`config.mk`:
```
export PLATFORM = sky130hd
export DESIGN_NAME = pow2_normalizer
export DESIGN_NICKNAME = d
export VERILOG_FILES = /design/src/rtl/pow2_pkg.sv /design/src/rtl/pow2_normalizer.sv
export SDC_FILE = /design/constraint.sdc
export NUM_CORES = 1
export LEC_CHECK = 0
export ABC_AREA = 0
export BUFFER_PORTS_ARGS = -buffer_cell sky130_fd_sc_hd__buf_2
export CAP_MARGIN = 15
export CORE_ASPECT_RATIO = 1.1
export CORE_MARGIN = 1
export CORE_UTILIZATION = 30
export CTS_CLUSTER_DIAMETER = 120
export DETAILED_ROUTE_END_ITERATION = 7
export SYNTH_ARGS = -nofsm -noshare
export SYNTH_HDL_FRONTEND = slang
export SYNTH_SLANG_ARGS = --single-unit
```
`constraint.sdc`:
```
create_clock -name clk -period 1.42 [get_ports clk]
set_clock_uncertainty 0.05 [all_clocks]
set_input_delay 0.071 -clock clk [delete_from_list [all_inputs] [get_ports clk]]
set_output_delay 0.071 -clock clk [all_outputs]
set_load 0.01 [all_outputs]
```
`src/rtl/pow2_pkg.sv`:
```
// Shared definitions for the power-of-two normalizer and the logarithm stage.
//   state_t    : normalizer FSM states
//   POW2_WIDTH : default data width shared by the normalizer and log2 stage
package pow2_pkg;

  localparam int POW2_WIDTH = 8;

  typedef enum logic [1:0] {
    ST_IDLE,
    ST_SCAN,
    ST_DONE
  } state_t;

endpackage

```
`src/rtl/pow2_normalizer.sv`:
```
// Sequential MSB isolator feeding the power-of-two logarithm stage.
// Accepts an unsigned number, shifts it left one bit per cycle until the top
// bit is set, and reports the isolated MSB as a one-hot value. Also flags
// exact powers of two and zero inputs.
// Ports:
//   clk, rst_n            : clock, synchronous active-low reset
//   in_valid/in_ready     : input handshake (ready only while idle)
//   in_number             : unsigned value to normalize
//   out_valid/out_ready   : result handshake (valid held until consumed)
//   out_number            : isolated MSB, one-hot or zero
//   out_exact             : input was a nonzero power of two
//   out_zero              : input was zero
module pow2_normalizer
  import pow2_pkg::*;
#(
  parameter int WIDTH = POW2_WIDTH,
  parameter int CNT_W = $clog2(WIDTH)
) (
  input  logic             clk,
  input  logic             rst_n,
  input  logic             in_valid,
  output logic             in_ready,
  input  logic [WIDTH-1:0] in_number,
  output logic             out_valid,
  input  logic             out_ready,
  output logic [WIDTH-1:0] out_number,
  output logic             out_exact,
  output logic             out_zero
);

  localparam logic [WIDTH-1:0] TOP_BIT = {1'b1, {(WIDTH-1){1'b0}}};

  state_t           state;
  logic [WIDTH-1:0] work;
  logic [CNT_W-1:0] k;
  logic             exact_q;
  logic             exact_in;

  // x is a power of two iff it is nonzero and clearing its lowest set bit
  // leaves nothing behind.
  assign exact_in = (in_number != '0) && ((in_number & (in_number - 1'b1)) == '0);
  assign in_ready = (state == ST_IDLE);

  always_ff @(posedge clk) begin
    if (!rst_n) begin
      state      <= ST_IDLE;
      work       <= '0;
      k          <= '0;
      exact_q    <= 1'b0;
      out_valid  <= 1'b0;
      out_number <= '0;
      out_exact  <= 1'b0;
      out_zero   <= 1'b0;
    end else begin
      case (state)
        ST_IDLE: begin
          if (in_valid) begin
            work    <= in_number;
            k       <= '0;
            exact_q <= exact_in;
            state   <= ST_SCAN;
          end
        end
        ST_SCAN: begin
          if (work == '0) begin
            out_number <= '0;
            out_zero   <= 1'b1;
            out_exact  <= 1'b0;
            out_valid  <= 1'b1;
            state      <= ST_DONE;
          end else if (work[WIDTH-1]) begin
            // k shifts were needed, so the MSB sat at WIDTH-1-k.
            out_number <= TOP_BIT >> k;
            out_zero   <= 1'b0;
            out_exact  <= exact_q;
            out_valid  <= 1'b1;
            state      <= ST_DONE;
          end else begin
            // Nonzero work reaches the top bit within WIDTH-1 shifts,
            // so k cannot wrap.
            work <= work << 1;
            k    <= k + 1'b1;
          end
        end
        ST_DONE: begin
          if (out_ready) begin
            out_valid <= 1'b0;
            state     <= ST_IDLE;
          end
        end
        default: state <= ST_IDLE;
      endcase
    end
  end

endmodule

```
==> impl_summary.txt <==
----------------------------------------------------
[Logic synthesis]
  Number of distinct library cells after synthesis ... 40
  Cell area after synthesis ... 1226 um2
  Portion of synthesized cell area occupied by the leading cell type ... 0.4082
  Cell with the most instances after synthesis ... sky130_fd_sc_hd__dfxtp_1
  Net Count, Synth ... 145
  Total of flip-flops plus latches after synthesis ... 25
  Top cell types by occurrence after synthesis ... sky130_fd_sc_hd__dfxtp_1 (25), sky130_fd_sc_hd__o21ai_0 (9), sky130_fd_sc_hd__a22o_1 (8), sky130_fd_sc_hd__nand2_1 (8)
  Biggest area contributors in the synthesized netlist ... sky130_fd_sc_hd__dfxtp_1 (41%), sky130_fd_sc_hd__ha_1 (6.1%), sky130_fd_sc_hd__a22o_1 (5.7%), sky130_fd_sc_hd__o211a_1 (4.9%), sky130_fd_sc_hd__o21ai_0 (3.7%)
  Proportion of synthesized chip area in sequential cells ... 0.4082
  Post-synth EDFFs ... 0
  Dominant cell type by area after synthesis ... sky130_fd_sc_hd__dfxtp_1
  Share of synthesized flip-flops with an asynchronous set or reset ... 0
  Total of warnings raised by yosys ... 0
  Cell count after synthesis ... 127
  Leading register cell type out of synthesis ... sky130_fd_sc_hd__dfxtp_1
  Mean area per synthesized cell ... 9.655 um2

[GRT]
  Remaining global-route overflow ... 0
  Wire length of the first global-routing pass ... 5.092 mm
  Via count of the first global-routing pass ... 1144
  Total routing resource utilization after global routing ... 0.1456
  Number of antenna violations at the first check in global routing ... 0
  Maximum number of pins on one net before global-route repair ... 15

[Routing]
  Detailed-router iteration count before antenna repair ... 4
  Highest metal layer with signal wires ... met4
  Detail-routed via count per cell ... 5.018
  Vias ... 1114
  Remaining routing DRC violations ... 0
  Number of DRC violations after detailed-routing iteration 0 ... 31
  Routed Antenna Nets ... 0
  Routed wire length on met2 ... 1.565 mm
  WL met3 ... 106 um
  DRT Wirelength ... 2.992 mm
  Routed length on met1 ... 1.304 mm
  Wire per inst ... 13.48 um

[Critical path]
  Element type at the critical path end ... register
  Worst reg2reg setup slack ... -60 ps
  Critical register-to-register path endpoint ... k[1]$_SDFFE_PN0P_
  Worst reg2reg path startpoint ... work[5]$_SDFFE_PN0P_
  Highest net fanout along the worst path ... 10
  Number of cell instances on the worst register-to-register path ... 5
  Worst EP required ... 1570 ps
  Critical Path Start Type ... register
  Data arrival, critical path ... 1630 ps
  Kind of critical path ... register to register

[Timing]
  Minimum period implied by the final worst setup slack ... 1481 ps
  Sum of negative setup slack ... -351.9 ps
  Final Hold Violating Endpoints ... 0
  Worst slew margin relative to its limit ... 0.7578
  Setup slack of the critical path after layout ... -60.98 ps
  Count of pins over their slew limit ... 0
  Unrepaired setup endpoints after global routing ... true
  Final critical-path share of the clock period ... 1.043
  Highest clock frequency the design can meet ... 675.2 MHz
  Finish-stage setup viols ... 10
  Pin slew with the least headroom to its limit ... 358.8 ps

[Placement]
  HPWL after DPL ... 2.308 mm
  Port-buffer cells ... 23
  Post-placement worst setup slack ... -90.37 ps
  Global placer's final weighted congestion ... 0.8170

[Final layout]
  Layout cells sized above 1 ... 0.3765
  Final nets ... 189
  Filler Cell Count ... 392
  Post-synthesis to final-layout area growth ... 32.45%
  Antenna Cells ... 0

[Min path]
  Hold crit path type ... input pin to register
  Worst min-delay path endpoint ... state[1]$_SDFFE_PN0P_
  Start point of the worst hold path ... out_ready
  Depth of the worst hold-timing path ... 3

[Clock network]
  TritonCTS buffer count ... 3
  Post-CTS clock slew at the launch and capture registers of the worst setup and hold paths ... 90 ps
  CTS root buf ... sky130_fd_sc_hd__clkbuf_8
  Worst-skew pair later-pin latency ... 270 ps
  Worst-case clock buffer depth ... 2
  # clock sinks ... 25
  CTS tree ... built
  Max H-tree Level ... 1
  Post-CTS Hold Fix Bufs ... 0

[Floorplanning]
  Floorplan core area ... 3934 um2
  Area enclosed by the die boundary ... 4347 um2
  Initial Utilization ... 0.3117
  Std cell rows ... 24
  Die Y ... 69.05 um
  Io pins ... 24
  Die extent in x ... 62.96 um

[Power]
  Leak pwr ... 0.7356 nW
  Max IR drop VDD ... 0.6718 mV
  Power density cells ... 1088 nW/um2

[Outcome]
  Violations in the final reports ... setup timing
  Outcome ... finished, violations left

[Job]
  Max_cap viols ... 0

----------------------------------------------------
==> through the flow <==
step                area (um2)  hold WS [ps]    util  total power [W]  cells
detailed placement        1529         322.3  0.3887         0.001312    215
floorplan                 1234         205.5       -         0.001102    127
global route              1624         34.70  0.4129         0.001878    222
CTS                       1590         34.07  0.4043         0.001743    219
finish                    1624         18.57  0.4129         0.001768    222
global placement          1529         305.4  0.3887         0.001295    215
==> registers in the layout (all words and copies together) (netlist names) <==
name and count:
exact_q 1, k 3, out_exact 1, out_number 8, out_valid 1, out_zero 1, state 2, work 8
==> cell families after synthesis <==
logic type	Yosys count	synth area share
adder cells (fa/ha/maj)	7	0.06939
XOR/XNOR	1	0.007144
multiplexers	2	0.01633
AO/OA/AOI/OAI	46	0.2857
AND/OR/NAND/NOR	34	0.1673
flip-flops	25	0.4082
buffers and inverters	12	0.04592
==> final cells by class <==
class | instances | area (um2) | area share
multi-input cells | 91 | 694.4 | 0.4276
flip-flops and latches | 25 | 510.5 | 0.3143
repair buffers | 44 | 285.3 | 0.1757
well taps | 52 | 65.06 | 0.04006
clock buffers | 3 | 41.29 | 0.02542
inverters | 6 | 22.52 | 0.01387
clock inverters | 1 | 5.005 | 0.003082
==> placed cells by master (no fill, tap or decap), drive strengths merged, types with 2 or more instances in the layout <==
cell and instances:
clkbuf 3, nand3 2, and2 5, a31oi 2, o211a 6, a21boi 5, nor2 4, mux2i 2
o21ai 9, dfxtp 25, or3 3, nor3 2, inv 6, ha 6, a22oi 6, nor2b 3
buf 44, a21oi 4, nand2 8, a22o 8, nor3b 2
==> worst max-delay path, cell delays in order (launching register included) <==
cell and delay (ps):
sky130_fd_sc_hd__dfxtp_2 340, sky130_fd_sc_hd__nor4_4 300, sky130_fd_sc_hd__a2111oi_2 110, sky130_fd_sc_hd__buf_4 190, sky130_fd_sc_hd__or3_1 300, sky130_fd_sc_hd__a21boi_1 130
==> layer usage <==
layer  vias up  track usage
li1        555            -
met3         3      0.03477
met1       533       0.1636
met4         0      0.03618
met2        23       0.2688
met5         -            0
==> worst max path at each step <==
stage / slack, ps / cells after the start / from / to
finish: -60 / 5 / work[5]$_SDFFE_PN0P_ / k[1]$_SDFFE_PN0P_
global placement: -50 / 5 / state[0]$_SDFFE_PN0P_ / work[2]$_SDFFE_PN0P_
floorplan: -30 / 5 / work[5]$_SDFFE_PN0P_ / work[5]$_SDFFE_PN0P_
global route: -160 / 5 / work[5]$_SDFFE_PN0P_ / k[1]$_SDFFE_PN0P_
CTS: -80 / 5 / work[5]$_SDFFE_PN0P_ / k[1]$_SDFFE_PN0P_
detailed placement: -90 / 5 / state[0]$_SDFFE_PN0P_ / work[2]$_SDFFE_PN0P_
==> repair_timing <==
action	CTS	global route
gates cloned	0	1
endpoints found under the setup margin	19	22
pin swaps	3	1
gates resized for setup	6	5
setup buffers	0	2
==> power breakdown <==
part | internal [W] | switching, W | leakage [nW]
Combinational | 0.000276 | 0.000246 | 0.504
Sequential | 0.000764 | 0.0000628 | 0.206
Clock | 0.000196 | 0.000224 | 0.0255
No activity file was read; power rests on OpenSTA's default activity.
